## src/rtl/dcache_pkg.sv

```systemverilog
// rtl/dcache_pkg.sv - shared line geometry, AXI constants and writeback state type
package dcache_pkg;

  localparam int LINE_WORDS  = 8;
  localparam int OFFSET_BITS = 5;
  localparam int WORD_IDX_W  = $clog2(LINE_WORDS);

  localparam logic [2:0] SIZE_4B    = 3'b010;
  localparam logic [1:0] BURST_INCR = 2'b01;
  localparam logic [1:0] RESP_OKAY  = 2'b00;

  typedef enum logic [2:0] {IDLE, READ, AW, W, B} wb_state_e;

endpackage

```

## src/rtl/dcache_line_buf.sv

```systemverilog
// rtl/dcache_line_buf.sv - one-line staging buffer between the data RAM and the W channel
module dcache_line_buf
  import dcache_pkg::*;
(
  input  logic                  clk,
  input  logic                  we,
  input  logic [WORD_IDX_W-1:0] widx,
  input  logic [31:0]           wdata,
  input  logic [WORD_IDX_W-1:0] ridx,
  output logic [31:0]           rdata
);

  logic [31:0] mem [LINE_WORDS];

  // capture one returned RAM word per READ cycle
  always_ff @(posedge clk) begin
    if (we) begin
      mem[widx] <= wdata;
    end
  end

  assign rdata = mem[ridx];

endmodule

```

## src/rtl/dcache_writeback.sv

```systemverilog
// rtl/dcache_writeback.sv - dirty-line eviction engine; DCACHE_WB_BRESP_CHECK_EN enables sticky bresp error
module dcache_writeback
  import dcache_pkg::*;
#(
  parameter logic [3:0] AXI_ID = 4'd1
) (
  input  logic        clk,
  input  logic        rst,
  input  logic        wb_req,
  input  logic [31:0] wb_addr,
  output logic        wb_busy,
  output logic        wb_done,
  output logic        wb_err,
  output logic        ram_en,
  output logic [31:0] ram_addr,
  input  logic [31:0] ram_rdata,
  output logic [3:0]  awid,
  output logic [31:0] awaddr,
  output logic [7:0]  awlen,
  output logic [2:0]  awsize,
  output logic [1:0]  awburst,
  output logic        awvalid,
  input  logic        awready,
  output logic [3:0]  wid,
  output logic [31:0] wdata,
  output logic [3:0]  wstrb,
  output logic        wlast,
  output logic        wvalid,
  input  logic        wready,
  input  logic [3:0]  bid,
  input  logic [1:0]  bresp,
  input  logic        bvalid,
  output logic        bready
);

  localparam int                    BEAT_LAST_I = LINE_WORDS - 1;
  localparam logic [WORD_IDX_W-1:0] BEAT_LAST   = BEAT_LAST_I[WORD_IDX_W-1:0];
  localparam logic [WORD_IDX_W-1:0] BEAT_ONE    = 1;
  localparam logic [WORD_IDX_W:0]   RCNT_LAST   = LINE_WORDS[WORD_IDX_W:0];
  localparam logic [WORD_IDX_W:0]   RCNT_ONE    = 1;
  localparam logic [7:0]            AWLEN       = BEAT_LAST_I[7:0];

  wb_state_e             state, state_nxt;
  logic [31:0]           base;
  logic [WORD_IDX_W:0]   rcnt;
  logic [WORD_IDX_W:0]   rcnt_m1;
  logic [WORD_IDX_W-1:0] beat;
  logic                  read_last;
  logic                  buf_we;
  logic [31:0]           buf_rdata;

  // rcnt runs 0..LINE_WORDS; the extra cycle drains the last RAM word
  assign read_last = (rcnt == RCNT_LAST);
  assign rcnt_m1   = rcnt - RCNT_ONE;
  assign buf_we    = (state == READ) && (rcnt != '0);

  dcache_line_buf u_buf (
    .clk   (clk),
    .we    (buf_we),
    .widx  (rcnt_m1[WORD_IDX_W-1:0]),
    .wdata (ram_rdata),
    .ridx  (beat),
    .rdata (buf_rdata)
  );

  assign awid    = AXI_ID;
  assign wid     = AXI_ID;
  assign awlen   = AWLEN;
  assign awsize  = SIZE_4B;
  assign awburst = BURST_INCR;
  assign wstrb   = 4'hF;
  assign awaddr  = base;
  assign wdata   = buf_rdata;

  // state register
  always_ff @(posedge clk) begin
    if (rst) begin
      state <= IDLE;
    end else begin
      state <= state_nxt;
    end
  end

  // next-state logic
  always_comb begin
    state_nxt = state;
    case (state)
      IDLE:    if (wb_req) state_nxt = READ;
      READ:    if (read_last) state_nxt = AW;
      AW:      if (awready) state_nxt = W;
      W:       if (wready && (beat == BEAT_LAST)) state_nxt = B;
      B:       if (bvalid) state_nxt = IDLE;
      default: state_nxt = IDLE;
    endcase
  end

  // per-state outputs; RAM address is zero whenever the read port is idle
  always_comb begin
    ram_en   = 1'b0;
    ram_addr = '0;
    awvalid  = 1'b0;
    wvalid   = 1'b0;
    wlast    = 1'b0;
    bready   = 1'b0;
    wb_busy  = (state != IDLE);
    case (state)
      READ: begin
        ram_en = ~read_last;
        if (!read_last) begin
          ram_addr = base + {{(30 - WORD_IDX_W - 1){1'b0}}, rcnt, 2'b00};
        end
      end
      AW: awvalid = 1'b1;
      W: begin
        wvalid = 1'b1;
        wlast  = (beat == BEAT_LAST);
      end
      B:       bready = 1'b1;
      default: ;
    endcase
  end

  // line base latch, RAM read counter and W beat counter
  always_ff @(posedge clk) begin
    if (rst) begin
      base <= '0;
      rcnt <= '0;
      beat <= '0;
    end else begin
      case (state)
        IDLE: begin
          if (wb_req) begin
            base <= {wb_addr[31:OFFSET_BITS], {OFFSET_BITS{1'b0}}};
            rcnt <= '0;
            beat <= '0;
          end
        end
        READ:    rcnt <= rcnt + RCNT_ONE;
        W:       if (wready) beat <= beat + BEAT_ONE;
        default: ;
      endcase
    end
  end

  // completion pulse in the cycle after the B handshake
  always_ff @(posedge clk) begin
    if (rst) begin
      wb_done <= 1'b0;
    end else begin
      wb_done <= (state == B) && bvalid;
    end
  end

`ifdef DCACHE_WB_BRESP_CHECK_EN
  // sticky error on any non-OKAY write response, cleared only by reset
  always_ff @(posedge clk) begin
    if (rst) begin
      wb_err <= 1'b0;
    end else if ((state == B) && bvalid && (bresp != RESP_OKAY)) begin
      wb_err <= 1'b1;
    end
  end

  logic unused_ok;
  assign unused_ok = ^{bid, wb_addr[OFFSET_BITS-1:0]};
`else
  assign wb_err = 1'b0;

  logic unused_ok;
  assign unused_ok = ^{bid, bresp, wb_addr[OFFSET_BITS-1:0]};
`endif

endmodule
```

## config.mk

```make
export PLATFORM = sky130hd
export DESIGN_NAME = dcache_writeback
export DESIGN_NICKNAME = d
export VERILOG_FILES = /design/src/rtl/dcache_pkg.sv /design/src/rtl/dcache_line_buf.sv /design/src/rtl/dcache_writeback.sv
export SDC_FILE = /design/constraint.sdc
export NUM_CORES = 1
export LEC_CHECK = 0
export BUFFER_PORTS_ARGS = -buffer_cell sky130_fd_sc_hd__buf_2
export CAP_MARGIN = 20
export CELL_PAD_IN_SITES_DETAIL_PLACEMENT = 1
export CELL_PAD_IN_SITES_GLOBAL_PLACEMENT = 2
export CORE_UTILIZATION = 40
export CTS_BUF_LIST = sky130_fd_sc_hd__clkbuf_4 sky130_fd_sc_hd__clkbuf_8
export CTS_CLUSTER_SIZE = 30
export DETAILED_ROUTE_END_ITERATION = 12
export PLACE_DENSITY = 0.83
export SLEW_MARGIN = 10
export SYNTH_ARGS = -nofsm -noshare
export SYNTH_HDL_FRONTEND = slang
export SYNTH_HIERARCHICAL = 1
export SYNTH_SLANG_ARGS = --single-unit
export TNS_END_PERCENT = 100
```

## constraint.sdc

```tcl
create_clock -name clk -period 4.7 [get_ports clk]
set_input_delay 0.94 -clock clk [delete_from_list [all_inputs] [get_ports clk]]
set_output_delay 0.94 -clock clk [all_outputs]
set_load 0.02 [all_outputs]
```

# After elaboration in Yosys (flattened, before gate mapping)
# Memories as Yosys holds them, arrays and structs flattened. A register that Yosys moved wholly into a read port is not among the register bits.
# Cells that the tools add are included.
# word_totals
wordCells	57
mem_count	1
register_bits	38
mem_bits_rw	256
in_bits	76
# mem_list
memory	words	word_bits	read_ports	rd_clocked_by_memory_dff	wr	line	rtl
u_buf.mem	8	32	1	1	1	dcache_line_buf.sv:13	logic [31:0] mem [LINE_WORDS];
# classes
n_bitwise	1
n_addsub	4
muxes	22
n_eq_ne	12
n_reduce_logical	12
# op_table
cell	count
two-way mux 32 bit	2
adder 32 x 6 -> 32 bit	1
two-way mux 3 bit	9
case mux 3 bit (5 select lines)	1
!= test 2 bit, second input constant	6
case mux 4 bit (2 select lines)	1
two-way mux 1 bit	7
== test 3 x 2 -> 1 bit, second input constant	2
== test 3 bit, second input constant	2
case mux 3 bit (2 select lines)	1
AND reduction 5 bit	1
adder 4 x 1 -> 4 bit, second input constant	1
== test 4 bit, second input constant	1
two-way mux 4 bit	1
AND reduction 2 bit	2
nonzero test 2 bit	2
nonzero test 4 bit	1
adder 3 x 1 -> 3 bit, second input constant	1
== test 3 x 1 -> 1 bit, second input constant	1
logical AND 1 bit	3
zero test 3 bit	1
AND reduction 3 bit	1
nonzero test 3 bit	1
subtractor 3 x 1 -> 3 bit, second input constant	1
inverter 1 bit	1

# Longest topological paths before layout
# Gate-level depths: netlist of the first run.
# logic_depth
word_depth	5
mapped_depth	8

# Modules after synthesis
# The synthesis of the first run kept the hierarchy.
# modules_own_cells
mod	area_per_inst_um2	seq_area_each_um2	cells_each	n_inst
dcache_line_buf	9825.7	7687.4	383	1
dcache_writeback	2508.7	760.7	341	1

# Worst setup path after synthesis of the first run
# No wires, ideal clock.
# synth_path
kind	reg2reg
start	register state[0]
end	memory u_buf.mem[0][0], enable pin
required_ns	4.239
synth_period_minus_slack_ns	3.961
slack_ns	0.739
arrival_ns	3.500
stages_incl_launch_ff	6
path_cell_list	dfxtp_1 > clkbuf_1 > or3b_2 > nor2_1 > nand2b_1 > nor3_1
# synth_between
elab_chain_len	4
# synth_rtl
item	line	rtl
from (decl)	dcache_writeback.sv:43	wb_state_e state, state_nxt;
from (signal assigned)	dcache_writeback.sv:80	state <= state_nxt;
== test 3 x 1 -> 1 bit	dcache_writeback.sv:55	assign buf_we = (state == READ) && (rcnt != '0);
logical AND 1 bit	dcache_writeback.sv:55	
net buf_we	dcache_writeback.sv:49	logic buf_we;
two-way mux 1 bit	dcache_line_buf.sv:17	if (we) begin
two-way mux 1 bit (implied by the code)	dcache_line_buf.sv:18	mem[widx] <= wdata;
to (decl)	dcache_line_buf.sv:13	
# The timed path passes the listed nets, and every way through them passes these cells.

# Final worst setup path of the first run
# layout_path
start	register rcnt[0]
end	output ram_addr[5]
# layout_between
elab_chain_len	3
word_cells_on_any_way	4
classes_between	add/sub: 1; eq/ne: 1; mux: 2
# layout_rtl
item	line	rtl
from (decl)	dcache_writeback.sv:45	logic [WORD_IDX_W:0] rcnt;
from (signal assigned)	dcache_writeback.sv:138	READ: rcnt <= rcnt + RCNT_ONE;
adder 32 x 6 -> 32 bit / == test 4 bit (equally long branches)	dcache_writeback.sv:110, dcache_writeback.sv:53	
two-way mux 32 bit (*)	dcache_writeback.sv:109	if (!read_last) begin
two-way mux 32 bit (*)	dcache_writeback.sv:106	case (state)
to (decl)	dcache_writeback.sv:15	output logic [31:0] ram_addr,
# Every way passes the cells marked *; elsewhere a longest branch is shown, timed or not.

==> summary.md, run 1 <==
| Metric | Value |
|---|---|
| Port-buffer cells | 160 |
| Post-synth EDFFs | ~260 |
| First-pass GRT wire length | 44300 um |
| CTS Sinks | between 200 and 300 |
| Required @ worst endpoint | 3.76 ns |
| R2R Setup Slk | 1.75 ns |
| Hold endpoint | awaddr[5] |
| Reg clk slew, reported paths | 0.06 ns |
| Multi-input logic area | approximately 3600 um2 |
| FP Rows | 63 |
| Hold Vio Cnt, Final | 0 |
| RD Place Congestion | 0.731 |
| Fillers | 2969 |
| Yosys top cell by area | edfxtp_1 |
| Final Skew | about 0.025 ns |
| Netlist cell types | 47 |
| Cell area after synthesis | around 12000 um2 |
| Die Width | 178 um |
| # H-tree levels | 2 |
| Async set or reset register ratio after synthesis | 0% |
| First drt pass iteration count | 4 |
| Setup CP Type | reg -> out |
| Syn Inst Count | just over 700 |
| Layout cells sized above 1 | 34.3% |
| Slew HR | 34.3% |
| Post-Place Worst Slack | 1.33 ns |
| Sequential fraction of the synthesis area | between 60% and 70% |
| Core area | 30000 um2 |
| Seq. cell area | 8450 um2 |
| Worst min-delay path startpoint | awaddr[5] |
| Yosys warning count | 6 |
| Status | completed |
| DP HPWL | between 15000 and 20000 um |
| # setup viols final | 0 |
| Starting DRT DRC Count | between 200 and 300 |
| Initial antenna violation count | 3 |
| Starting Density | slightly above 40% |
| Number of global-route vias before repair | roughly 7600 |
| Maximum fanout along the worst path | 29 |
| Most frequent cells in the layout | edfxtp_1 (256), buf_2 (160), nand2_1 (71) |
| WL final | 29000 um |
| Commonest non-fill, non-tap cell in the layout | edfxtp_1 |
| Fin crit period | just under 4 ns |
| Reg-to-Reg Start | state[0] |
| Final ANT Viol Nets | 0 |
| Crit start category | flip-flop |
| Chip Height | approximately 180 um |
| Cts hold-fix bufs | 0 |
| RSZ-0062 raised after global routing | no |
| Num CTS Buffers | about 50 |
| Critical R2R Capture | u_buf/mem[5][15] |
| I/O pin count | 205 |
| GRT Overall Usage | 18.8% |
| Worst hold-check path type | reg -> reg |
| CTS tree | built |
| Vias | 7038 |
| Crit path capture type | primary output |
| Clock Path Buffers | 3 |
| Setup TNS | 0 ns |
| CTS resizes | 0 |
| Drt drc | 0 |
| Period utilization | 82.4% |
| Fmax | 258 MHz |
| Max-cap violations | 0 |
| Pwr Density | 385 nW/um2 |
| Synth Area per Inst | 17.0 um2 |
| Worst hold stages | 2 |
| Worst reg-to-reg path cell count | 5 |
| Synthesis-to-finish area growth | 17.1% |
| Total gr overflow | 0 |
| Slew Limit Fails | 0 |
| Cells taking the most area after synthesis | edfxtp_1 (62%), mux4_1 (8.5%), dfxtp_1 (6.2%) |
| Die footprint | 31500 um2 |
| Largest net degree at the start of global routing | 39 |
| WL per Instance | 21.5 um |
| Vias/cell | roughly 5.2 |
| Leakage power | 5.07 nW |
| Worst-skew pair later-pin latency | roughly 0.58 ns |
| Yosys top cell area share | 62.3% |
| Slew @ Worst Pin | 0.983 ns |
| VDD IR max | 0.176 mV |
| Crit path DAT | 2.93 ns |
| NumNets Final | between 900 and 1000 |
| # Post-CTS Setup Buffers | 0 |
| Setup ws final | 0.827 ns |
| Top_reg_cell synth | edfxtp_1 |
| CTS Root Buffer Type | clkbuf_8 |
| #FFs+latches synth | about 290 |
-- logic make-up (layout without fill, tap and decap cells) --
| family | after synthesis | after routing | share of synthesized area, % |
|---|---|---|---|
| buf+inv | 78 | 277 | 4.08 |
| compound gates | 60 | 60 | 2.75 |
| xor+xnor | 14 | 14 | 0.994 |
| mux | 97 | 97 | 15.9 |
| flops | 294 | 294 | 68.5 |
| simple gates | 173 | 173 | 7.11 |
| other cells | 2 | 34 | 0.0609 |
| fa+ha+maj | 6 | 6 | 0.609 |
-- flip-flops by register name (all words and copies together), names as in the netlist --
signal	count
beat	3
wb_done	1
u_buf/mem	256
rcnt	4
awaddr	27
state	3
-- routing by layer --
layer	track usage (%)	routed length, um	part of all wire [%]	vias up
met5	0	23	0.079	-
met2	32.0	14500	50	211
met4	5.73	531	1.8	4
li1	-	-	-	3182
met3	4.56	2020	7.0	43
met1	23.7	11800	41	3598
-- final cells by class --
type,instances,area share [%]
flip-flops and latches,294,58.5
diodes,1,0.0173
clock inverters,28,1.12
clock buffers,65,5.63
inverters,7,0.182
repair buffers,177,6.48
well taps,390,3.38
multi-input cells,383,24.7
-- worst max path at each step --
stage,end,slack (ns),cells after the start,startpoint
3_3_place_gp,ram_addr[5],1.35,7,rcnt[0]
6_report,ram_addr[5],0.83,7,rcnt[0]
2_1_floorplan,u_buf/mem[0][0],0.74,5,state[0]
5_1_grt,ram_addr[18],0.56,8,rcnt[0]
3_5_place_dp,ram_addr[22],1.33,8,rcnt[0]
4_1_cts,ram_addr[22],0.71,8,rcnt[0]
-- stage by stage --
step                      hold WS [ns]  cell area (um2)  power (mW)  cells  util, %
after floorplan                  0.477            12500        3.25    755        -
after CTS                        0.493            14400        5.63   1343     48.2
after global placement           0.466            13500        3.38   1250     44.9
final                            0.487            14400        5.56   1345     48.2
after detailed placement         0.470            13500        3.39   1250     44.9
after global routing             0.524            14400        5.78   1345     48.2
-- power by group --
part	switching (mW)	internal, mW	total [mW]	leakage (nW)
sequential	0.0537	2.88	2.94	2.61
combinational	0.271	0.126	0.397	1.95
clock	1.03	1.20	2.23	0.513
total	1.35	4.21	5.56	5.07
-- synthesized netlist by cell type (all sizes together), types with 7 or more instances --
library cell  count
edfxtp          256
nand2            71
mux4             64
buf              58
a21oi            41
dfxtp            38
nor2             33
mux2             32
clkbuf           13
nand3            13
xor2             12
or4              11
nand4             7
nor3              7
o31ai             7
-- critical path, stage by stage (launching register included) --
cell and delay (ns):
dfxtp_1 0.32, inv_1 0.23, ha_1 0.24, and3b_1 0.15, nand2b_2 0.51, clkinv_1 0.45
and2_1 0.30, buf_2 0.16
No activity file was read; power rests on OpenSTA's default activity.
==> inputs of run 2 (changes only) <==
- clock period: 4.7 -> 3.8 ns (I/O delays scaled with it)
==> run 2 against run 1 <==
Final area is 1.0% higher. Combinational power up 28%. Global-route usage shrank 0.52 points. Clock skew fell by 0.0013 ns. Sequential share of layout area down 0.59 points. Clock power rose by 26%. Non-clock buffer count rose by 2. Setup slack lost 0.60 ns. Via count is 2.0% lower. Core utilization rose by 0.49 points. Die area unchanged. Sequential power increased by 23%. Critical endpoint is now ram_addr[22].
==> summary.md, run 2 (same netlist as run 1, synthesis figures left out) <==
| Metric | Value |
|---|---|
| Status | completed |
| Num CTS Buffers | 49 (-3.9%) |
| Slew @ Worst Pin | 0.810 ns (-0.173 ns) |
| Chip Height | 178 um (unchanged) |
| Core area | 30000 um2 (unchanged) |
| RD Place Congestion | 0.737 (+0.72%) |
| Setup CP Type | reg -> out |
| DP HPWL | 17800 um (-0.49%) |
| Multi-input logic area | 3580 um2 (+0.53%) |
| Synthesis-to-finish area growth | 18.3% |
| Total gr overflow | 0 (unchanged) |
| Max reg flops | 256 (unchanged) |
| Final ANT Viol Nets | 0 (unchanged) |
| Initial antenna violation count | 3 (unchanged) |
| CTS tree | built |
| Crit start category | flip-flop |
| Critical R2R Capture | u_buf/mem[7][23] |
| Fin crit period | 3.57 ns |
| I/O pin count | 205 (unchanged) |
| Slew Limit Fails | 0 (unchanged) |
| Reg-to-Reg Start | state[0] |
| Worst-skew pair later-pin latency | 0.57 ns (about the same) |
| Die Width | 178 um (unchanged) |
| Leakage power | 5.15 nW (+1.5%) |
| RSZ-0062 raised after global routing | no |
| Fmax | 280 MHz |
| Setup ws final | 0.227 ns (-0.600 ns) |
| Worst hold stages | 3 (+1) |
| Largest net degree at the start of global routing | 64 (+64%) |
| Setup TNS | 0 ns (unchanged) |
| Fin util | 48.7% (+0.49 points) |
| Number of global-route vias before repair | 7232 (-4.8%) |
| Required @ worst endpoint | 3.04 ns (-0.72 ns) |
| Starting DRT DRC Count | 388 (+44%) |
| Pwr Density | 477 nW/um2 (+24%) |
| Max-cap violations | 0 (unchanged) |
| Layout cells sized above 1 | 35.4% (+1.1 points) |
| Worst reg-to-reg path cell count | 5 (unchanged) |
| WL per Instance | 21.0 um (-2.4%) |
| Post-Place Worst Slack | 0.655 ns (-0.673 ns) |
| VDD IR max | 0.327 mV (+86%) |
| WL final | 28200 um (-2.5%) |
| # setup viols final | 0 (unchanged) |
| Worst hold-check path type | in -> reg |
| Clock Path Buffers | 3 (unchanged) |
| Period utilization | 94.0% |
| Hold Vio Cnt, Final | 0 (unchanged) |
| Port-buffer cells | 160 (unchanged) |
| R2R Setup Slk | 1.23 ns (-0.52 ns) |
| Drt drc | 0 (unchanged) |
| Vias | 6899 (-2.0%) |
| Worst min-delay path startpoint | wb_addr[26] |
| Commonest non-fill, non-tap cell in the layout | edfxtp_1 |
| Reg clk slew, reported paths | 0.07 ns (about the same) |
| Top reg by flops | u_buf/mem |
| Hold endpoint | awaddr[26] |
| Starting Density | 41.2% (unchanged) |
| GRT Overall Usage | 18.3% (-0.52 points) |
| Slew HR | 46.0% (+12 points) |
| First drt pass iteration count | 4 (unchanged) |
| Vias/cell | 5.13 (-1.9%) |
| CTS Root Buffer Type | clkbuf_8 |
| Final Skew | 0.0242 ns (-0.00134 ns) |
| Maximum fanout along the worst path | 16 (-45%) |
| Die footprint | 31500 um2 (unchanged) |
| Final hold slack | 0.431 ns (-0.0566 ns) |
| Cts hold-fix bufs | 0 (unchanged) |
| First-pass GRT wire length | 42800 um (-3.3%) |
| Crit path DAT | 2.81 ns (-0.12 ns) |
| NumNets Final | 996 (unchanged) |
| Seq. cell area | 8450 um2 (unchanged) |
| Most frequent cells in the layout | edfxtp_1 (256), buf_2 (160), nand2_1 (71) |
| FP Rows | 63 (unchanged) |
| Crit path capture type | primary output |
| CTS Sinks | 294 (unchanged) |
| Fillers | 2975 (+0.20%) |
| # H-tree levels | 2 (unchanged) |
-- run 2: power by group --
| group | internal [mW] | switching, mW | total [mW] |
|---|---|---|---|
| sequential | 3.57 | 0.0652 | 3.63 |
| combinational | 0.167 | 0.341 | 0.509 |
| clock | 1.59 | 1.23 | 2.82 |
-- run 2: area by class of cell --
| cell class | count | area share (%) |
|---|---|---|
| Clock buffer | 72 | 5.85 |
| Multi-Input combinational cell | 383 | 24.5 |
| Antenna cell | 1 | 0.0172 |
| Clock inverter | 18 | 1.00 |
| Tap cell | 390 | 3.34 |
| Sequential cell | 294 | 58.0 |
| Inverter | 7 | 0.180 |
| Timing Repair Buffer | 179 | 7.12 |
-- run 2: per-stage QoR --
stage	total power, mW	cell area (um2)	cells
3_5_place_dp	4.20	13600	1252
3_3_place_gp	4.19	13600	1252
4_1_cts	7.03	14600	1342
6_report	6.96	14600	1344
2_1_floorplan	4.02	12500	755
5_1_grt	7.22	14600	1343
-- run 2: how the worst max path moves through the flow --
stage	from	to	slack [ns]	cells past startpoint
final	rcnt[0]	ram_addr[22]	0.23	8
after CTS	rcnt[0]	ram_addr[22]	0.02	8
after global routing	state[0]	ram_addr[22]	0.03	6
after floorplan	state[0]	u_buf/mem[2][0]	0.70	5
after detailed placement	rcnt[0]	ram_addr[22]	0.65	8
after global placement	rcnt[0]	ram_addr[22]	0.70	8
-- run 2: timing repair --
| action | 4_1_cts | 5_1_grt |
|---|---|---|
| setup buffers | 0 | 0 |
| endpoints found under the setup margin | 0 | 4 |
| endpoints found under the hold margin | 0 | 0 |
| resized for setup | 0 | 2 |
-- run 2: layer usage --
metal,wire (um),GRT usage [%],part of all wire [%]
met3,1660,4.71,5.9
met5,27,0,0.096
met2,14400,31.7,51
met4,449,4.84,1.6
met1,11700,22.6,41
-- run 2: critical path, stage by stage, from the launching register on --
cell and delay (ns):
dfxtp_1 0.35, inv_1 0.18, ha_1 0.29, and3b_1 0.17, nand2b_4 0.22, buf_4 0.24, or4_1 0.50, nand2_1 0.11
buf_2 0.18
